$ cat src/rtl/xbus_dram_arbiter.sv
// Arbiter/sequencer for the shared xbus DRAM slave port: CPU plus two DMA
// masters (disk, chaos) serialised onto one request/ack slave interface.
module xbus_dram_arbiter #(
  parameter int unsigned TIMEOUT_BITS = 5,
  parameter int unsigned HOLD_MAX     = 16
) (
  input  logic        mclk,
  input  logic        reset,
  input  logic        cpu_req_i,
  input  logic        cpu_write_i,
  input  logic [21:0] cpu_addr_i,
  input  logic [31:0] cpu_wdata_i,
  output logic        cpu_ack_o,
  output logic        cpu_load_o,
  input  logic [1:0]  dma_busreq_i,
  output logic [1:0]  dma_grant_o,
  input  logic [1:0]  dma_req_i,
  input  logic [1:0]  dma_write_i,
  input  logic [21:0] dma0_addr_i,
  input  logic [21:0] dma1_addr_i,
  input  logic [31:0] dma0_wdata_i,
  input  logic [31:0] dma1_wdata_i,
  output logic [1:0]  dma_ack_o,
  output logic [21:0] s_addr_o,
  output logic [31:0] s_wdata_o,
  output logic        s_req_o,
  output logic        s_write_o,
  input  logic        s_ack_i,
  input  logic [31:0] s_rdata_i,
  output logic [31:0] rdata_o,
  output logic        timed_out_o
);

  localparam int unsigned HW = $clog2(HOLD_MAX + 1);
  localparam logic [HW-1:0] HOLD_MAX_C = HW'(HOLD_MAX);

  typedef enum logic [2:0] {IDLE, CPU_REQ, CPU_WAIT, DMA_XFER, DMA_WAIT} state_e;

  state_e                  state_q, state_d;
  logic                    owner_q, owner_d;
  logic                    last_was_cpu_q, last_was_cpu_d;
  logic                    last_dma_q, last_dma_d;
  logic [HW-1:0]           hold_cnt_q, hold_cnt_d;
  logic [TIMEOUT_BITS-1:0] to_cnt_q, to_cnt_d;

  logic        timeout_c;
  logic        preempt_c;
  logic        own_busreq_c;
  logic        own_req_c;
  logic        own_write_c;
  logic [21:0] own_addr_c;
  logic [31:0] own_wdata_c;

  assign timeout_c    = (state_q == CPU_REQ) && (to_cnt_q == '1);
  assign preempt_c    = cpu_req_i && (hold_cnt_q >= HOLD_MAX_C);
  assign own_busreq_c = dma_busreq_i[owner_q];
  assign own_req_c    = dma_req_i[owner_q];
  assign own_write_c  = dma_write_i[owner_q];
  assign own_addr_c   = owner_q ? dma1_addr_i  : dma0_addr_i;
  assign own_wdata_c  = owner_q ? dma1_wdata_i : dma0_wdata_i;

  always_ff @(posedge mclk) begin
    if (reset) begin
      state_q        <= IDLE;
      owner_q        <= 1'b0;
      last_was_cpu_q <= 1'b0;
      last_dma_q     <= 1'b1;
      hold_cnt_q     <= '0;
      to_cnt_q       <= '0;
    end else begin
      state_q        <= state_d;
      owner_q        <= owner_d;
      last_was_cpu_q <= last_was_cpu_d;
      last_dma_q     <= last_dma_d;
      hold_cnt_q     <= hold_cnt_d;
      to_cnt_q       <= to_cnt_d;
    end
  end

  // Next-state and slave/master muxing; every output is 0 unless selected.
  always_comb begin
    state_d        = state_q;
    owner_d        = owner_q;
    last_was_cpu_d = last_was_cpu_q;
    last_dma_d     = last_dma_q;
    hold_cnt_d     = hold_cnt_q;
    to_cnt_d       = '0;
    cpu_ack_o      = 1'b0;
    cpu_load_o     = 1'b0;
    dma_grant_o    = 2'b00;
    dma_ack_o      = 2'b00;
    s_addr_o       = '0;
    s_wdata_o      = '0;
    s_req_o        = 1'b0;
    s_write_o      = 1'b0;
    rdata_o        = '0;
    timed_out_o    = 1'b0;

    case (state_q)
      IDLE: begin
        if (cpu_req_i && !(last_was_cpu_q && (|dma_busreq_i))) begin
          state_d = CPU_REQ;
        end else if (|dma_busreq_i) begin
          state_d = DMA_XFER;
          owner_d = (&dma_busreq_i) ? ~last_dma_q : dma_busreq_i[1];
        end
      end

      CPU_REQ: begin
        s_req_o     = 1'b1;
        s_write_o   = cpu_write_i;
        s_addr_o    = cpu_addr_i;
        s_wdata_o   = cpu_wdata_i;
        rdata_o     = timeout_c ? '0 : s_rdata_i;
        timed_out_o = timeout_c;
        to_cnt_d    = to_cnt_q + TIMEOUT_BITS'(1);
        if (timeout_c || s_ack_i) begin
          cpu_ack_o = 1'b1;
          to_cnt_d  = '0;
          state_d   = CPU_WAIT;
        end
      end

      CPU_WAIT: begin
        s_addr_o   = cpu_addr_i;
        s_wdata_o  = cpu_wdata_i;
        rdata_o    = s_rdata_i;
        cpu_load_o = cpu_req_i && !cpu_write_i;
        if (!cpu_req_i) begin
          state_d        = IDLE;
          last_was_cpu_d = 1'b1;
        end
      end

      DMA_XFER: begin
        dma_grant_o[owner_q] = 1'b1;
        s_req_o   = own_req_c;
        s_write_o = own_write_c;
        s_addr_o  = own_addr_c;
        s_wdata_o = own_wdata_c;
        rdata_o   = s_rdata_i;
        if (s_ack_i && own_req_c) begin
          dma_ack_o[owner_q] = 1'b1;
          if (hold_cnt_q < HOLD_MAX_C) hold_cnt_d = hold_cnt_q + HW'(1);
          state_d = DMA_WAIT;
        end else if (!own_busreq_c && !own_req_c) begin
          state_d        = IDLE;
          last_was_cpu_d = 1'b0;
          last_dma_d     = owner_q;
          hold_cnt_d     = '0;
        end
      end

      DMA_WAIT: begin
        dma_grant_o[owner_q] = 1'b1;
        s_addr_o  = own_addr_c;
        s_wdata_o = own_wdata_c;
        rdata_o   = s_rdata_i;
        // Keep the tenure unless the master lets go or a waiting CPU hit the cap.
        if (!own_req_c) begin
          if (own_busreq_c && !preempt_c) begin
            state_d = DMA_XFER;
          end else begin
            state_d        = IDLE;
            last_was_cpu_d = 1'b0;
            last_dma_d     = owner_q;
            hold_cnt_d     = '0;
          end
        end
      end

      default: state_d = IDLE;
    endcase
  end

endmodule
$ cat config.mk
export PLATFORM = sky130hd
export DESIGN_NAME = xbus_dram_arbiter
export DESIGN_NICKNAME = d
export VERILOG_FILES = /design/src/rtl/xbus_dram_arbiter.sv
export SDC_FILE = /design/constraint.sdc
export NUM_CORES = 1
export LEC_CHECK = 0
export ABC_AREA = 1
export CAP_MARGIN = 20
export CELL_PAD_IN_SITES_DETAIL_PLACEMENT = 0
export CELL_PAD_IN_SITES_GLOBAL_PLACEMENT = 1
export CORE_MARGIN = 4
export CORE_UTILIZATION = 14
export CTS_CLUSTER_DIAMETER = 50
export DETAILED_ROUTE_END_ITERATION = 8
export PLACE_DENSITY_LB_ADDON = 0.25
export SYNTH_ARGS = -nofsm -noshare
export SYNTH_HDL_FRONTEND = slang
export SYNTH_SLANG_ARGS = --single-unit
$ cat constraint.sdc
create_clock -name mclk -period 2 [get_ports mclk]
set_clock_uncertainty 0.1 [all_clocks]
set_input_delay 0.4 -clock mclk [delete_from_list [all_inputs] [get_ports mclk]]
set_output_delay 0.4 -clock mclk [all_outputs]
set_load 0.02 [all_outputs]
# Word level (Yosys, flattened, before mapping)
# Index checks and enable logic that the tools add are counted.
[classes]
n_addsub = 2
order_cmp = 4
eq_ne = 14
muxes = 50
bitwise_logic = 3
n_reduce_logical = 29
[op_table]
columns = ["operator", "count"]
rows = [
  ["$pmux 32 s2", 2],
  ["$mux 32", 2],
  ["$pmux 22 s2", 1],
  ["$mux 5", 5],
  ["$mux 22", 1],
  ["$mux 1", 21],
  ["$mux 3", 7],
  ["$pmux 3 s5", 1],
  ["$reduce_and 5->1", 3],
  ["$add 5x1->5 const B", 2],
  ["$ne 2x2->1 const B", 5],
  ["$pmux 5 s2", 1],
  ["$logic_and 1x1->1", 9],
  ["$ne 3x3->1 const B", 3],
  ["$mux 2", 4],
  ["$eq 3x2->1 const B", 2],
  ["$pmux 1 s2", 3],
  ["$reduce_and 6->1", 1],
  ["$reduce_or 2->1", 3],
  ["$reduce_or 3->1", 2],
  ["$eq 5x5->1 const B", 1],
  ["$ge 5x5->1 const B", 1],
  ["$logic_not 1->1", 5],
  ["$lt 5x5->1 const B", 1],
  ["other kinds (14)", 16],
]
[word_totals]
ff_bits = 16
out_inout_bits = 95

# Depth between registers and ports, before layout
[logic_depth]
depth_word = 7
ltp_mapped = 12
mapped_depth_nobuf = 12

# Worst setup path before layout
# Ideal clock, no wire load.
[synth_path]
path_kind = "register -> output"
start = "reg to_cnt_q[0]"
end = "out rdata_o[0]"
t_arrival_ns = 1.416
required_ns = 1.500
slack_ns = 0.084
stages_incl_launch_ff = 9
path_cell_list = "dfxtp_1 > ha_1 > nand2_1 > nor2_1 > ha_1 > inv_1 > a21oi_2 > buf_4 > nor2_1"
[synth_between]
elab_chain_cells = 4
[synth_rtl]
columns = ["element", "line", "source"]
rows = [
  ["start, declared", "44", "logic [TIMEOUT_BITS-1:0] to_cnt_q, to_cnt_d;"],
  ["start signal, assigned", "76", "to_cnt_q <= to_cnt_d;"],
  ["$eq 5x5->1", "54", "assign timeout_c = (state_q == CPU_REQ) && (to_cnt_q == '1);"],
  ["$logic_and 1x1->1", "54", ""],
  ["$mux 32", "114", "rdata_o = timeout_c ? '0 : s_rdata_i;"],
  ["$pmux 32 s2", "99", "case (state_q)"],
  ["end, declared", "30", "output logic [31:0] rdata_o,"],
]
# Every way passes these cells.

# Worst setup path in the final report
[layout_path]
start = "reg to_cnt_q[1]"
end = "out rdata_o[3]"
# Same word-level chain as after synthesis.

==> results_dict.tcl <==
set metrics [dict create \
    cp_num_buf_inv 4 \
    synthTopCellsByArea "sky130_fd_sc_hd__nand2_1, sky130_fd_sc_hd__nand3_1, sky130_fd_sc_hd__dfxtp_1" \
    globalRoute.totalOverflow 0 \
    netlist-cell-type-count 31 \
    run_status "finished, violations left" \
    setup_viol_count_final 88 \
    detail_route.wirelength_um 18780 \
    post_synth_edffs 0 \
    floorplan.die.height_um 137.1 \
    report.power.total_mw 8.802 \
    root_buffer "sky130_fd_sc_hd__clkbuf_16" \
    design.die.area_mm2 0.01879 \
    timing.critical_path.slowest_cell_delay_ns 0.36 \
    synthCells 468 \
    leading_cell_type_by_number_of_instances_after_synthesis "sky130_fd_sc_hd__nand2_1" \
    cts_inserted_buffers 3 \
    cts_hold_buffers 0 \
    most_frequent_cells_after_synthesis "sky130_fd_sc_hd__nand2_1, sky130_fd_sc_hd__nand3_1, sky130_fd_sc_hd__nor2_1" \
    crit_fanout 8 \
    drt-vias-per-instance 4.256 \
    core.rowCount 46 \
    final_hold_viol_count 0 \
    route.met3.wl_um 1193 \
    syn_area_mm2 0.002332 \
    grt_pass1_vias 4550 \
    grt_start_max_net_pins 33 \
    mappedNetlistNets 676 \
    average_cell_area_after_synthesis_um2 4.983 \
    fmaxAchievable_mhz 445.3 \
    worst-endpoint-required_ns 1.50 \
    yosys_most_used_dff "sky130_fd_sc_hd__dfxtp_1" \
    io_pins 300 \
    setup_ws_ns -0.2457 \
    floorplan.initialDensity_pct 14.47 \
    synth-seq-cells 16 \
    fin_worst_hold_slack_ns 0.3748 \
    clock_sink_total 16 \
    final_layout_size_suffix_gt1_share_pct 42.81 \
    finalCoreUtilization_pct 46.70 \
    clk_pin_slew_worst_paths_ns 0.05 \
    vias 4528 \
    num-nets-final 1057 \
    drt_iter0_drc 182 \
    path_class "reg -> out" \
    post-route-min-period_ns 2.246 \
    async_reset_ff_share_pct 0 \
    totalNegativeSetupSlack_ns -15.19 \
    rsz0062_at_grt "true" \
    cp.depth 10 \
    drtPass1Iterations 5 \
    synth.largest_area_cell "sky130_fd_sc_hd__nand2_1" \
    n_fill_cell 1570 \
    core_mm2 0.01612 \
    relSlewSlack_pct 82.66 \
    first_pass_grt_wire_length_um 25470 \
    multi_input_comb_area_mm2 0.002376 \
    area_growth_syn_to_layout_pct 222.7 \
    place_hpwl_um 13380 \
    min-delay-path-class "reg -> reg" \
    wl_cell_um 17.65 \
    failed_checks "setup timing" \
    route.detailed.drc 0 \
    yosysTopAreaCellShare_pct 31.87 \
    endpoint_kind "primary output" \
    die_x_um 137.1 \
    antenna_violating_nets_post_route 0 \
    globalplace.congestion 0.8303 \
    seq_area_frac_synth_pct 13.73 \
    global_route.usage.total_pct 17.38 \
    top_layer_used "met4" \
    post_route_m1_wl_um 6661 \
    ir_drop_v 0.0008372 \
    critical_path.cell_chain "ha_4 -> nand2_4 -> nor2_4 -> ha_2 -> inv_2 -> a21oi_4 -> buf_12 -> clkbuf_16 -> nor2_1 -> buf_4" \
    final_max_slew_violation_count 0 \
    worst_setup_path_start_kind "flip-flop" \
    timing.hold.worst_path_depth 2 \
    worst_ep_arrival_time_ns 1.75 \
    drv_cap 0 \
    timing.reg2reg.worst_path_depth 10 \
    ys_warn_count 0 \
    fin_crit_sh_pct 112.3 \
    met2WireLength_um 10350 \
    initial_antenna_violation_count 0 \
    cts_tree "yes" \
    cpMaxStageDelayCell "sky130_fd_sc_hd__dfxtp_2" \
    p_leak_nw 3.773 \
    seqCellArea_um2 332.8 \
    cp_top_family "buffers and inverters" \
    number_of_port_buffers 299 \
    worst_pin_slew_ns 0.2598 \
    insertion_delay_ns 0.25 \
    ctsHtreeMaxLevel 1 \
    antenna_cells 0 \
    p_per_area_mw_per_mm2 1170 \
    max-clock-path-buffers 2 \
]
[per-stage QoR]
stage               instance area [µm²]  cells  setup slack [ns]
finish                             7526   1064           -0.2457
global route                       7526   1064           -0.3145
CTS                                7176   1063           -0.3393
detailed placement                 5884   1006           -0.5736
global placement                   5884   1006           -0.5912
floorplan                          2332    468           0.08388
[registers in the layout (all words and copies together) (netlist names)]
register / count
state_q: 3
to_cnt_q: 5
last_dma_q: 1
hold_cnt_q: 5
owner_q: 1
last_was_cpu_q: 1
[layer usage]
| layer | vias up | global-route usage, % |
|---|---|---|
| li1 | 2217 | - |
| met1 | 2121 | 17.97 |
| met2 | 156 | 35.01 |
| met3 | 34 | 2.904 |
| met4 | 0 | 5.322 |
| met5 | - | 0 |
[layout make-up]
cell class              count  share of cell area [%]
multi-input cells         377                   31.57
inverters                  56                   2.959
repair buffers            395                   56.28
flip-flops and latches     16                   4.422
clock buffers               4                   1.180
well taps                 216                   3.591
[tightest hold or removal path, delay by kind of cell, from the launching register on]
kind | cells | cell delay [ns]
AO/OA/AOI/OAI | 1 | 0.07
buffers and inverters | 1 | 0.07
flip-flops | 1 | 0.29
[where the power goes]
part           leakage (nW)  switching (mW)  total, mW  internal (mW)
logic                  3.60            3.93       7.91           3.98
clock network        0.0442           0.134      0.438          0.304
registers             0.133          0.0649      0.454          0.389
[what timing repair did]
item,CTS,global route
cloned,11,4
setup buffers,45,5
pin swaps,23,12
setup endpoints to repair,95,95
resized for setup,624,124
[path summary, 6_finish.rpt]
kind / to / slack (ns) / from
max: rdata_o[3] / -0.25 / to_cnt_q[1]$_SDFF_PP0_
min reg2reg: last_was_cpu_q$_SDFFE_PP0P_ / 0.37 / last_was_cpu_q$_SDFFE_PP0P_
max reg2reg: to_cnt_q[2]$_SDFF_PP0_ / 0.22 / to_cnt_q[1]$_SDFF_PP0_
min: last_was_cpu_q$_SDFFE_PP0P_ / 0.37 / last_was_cpu_q$_SDFFE_PP0P_
[cell usage in the layout, fill, tap and decap left out, types with 15 or more instances in the layout]
master                            count
sky130_fd_sc_hd__buf_4               48
sky130_fd_sc_hd__buf_6              100
sky130_fd_sc_hd__clkdlybuf4s50_1    201
sky130_fd_sc_hd__inv_1               46
sky130_fd_sc_hd__nand2_1            142
sky130_fd_sc_hd__nand2_2             39
sky130_fd_sc_hd__nand2_4             26
sky130_fd_sc_hd__nand3_1             15
sky130_fd_sc_hd__nand3_2             52
sky130_fd_sc_hd__nor2_1              43
[logic make-up after synthesis]
kind of cell    synth area share [%]
buf+inv                        13.84
compound gates                 3.219
flops                          13.73
fa+ha+maj                      1.610
simple gates                   66.47
xor+xnor                       1.127
Note: power is estimated with default switching activity, not from simulation.
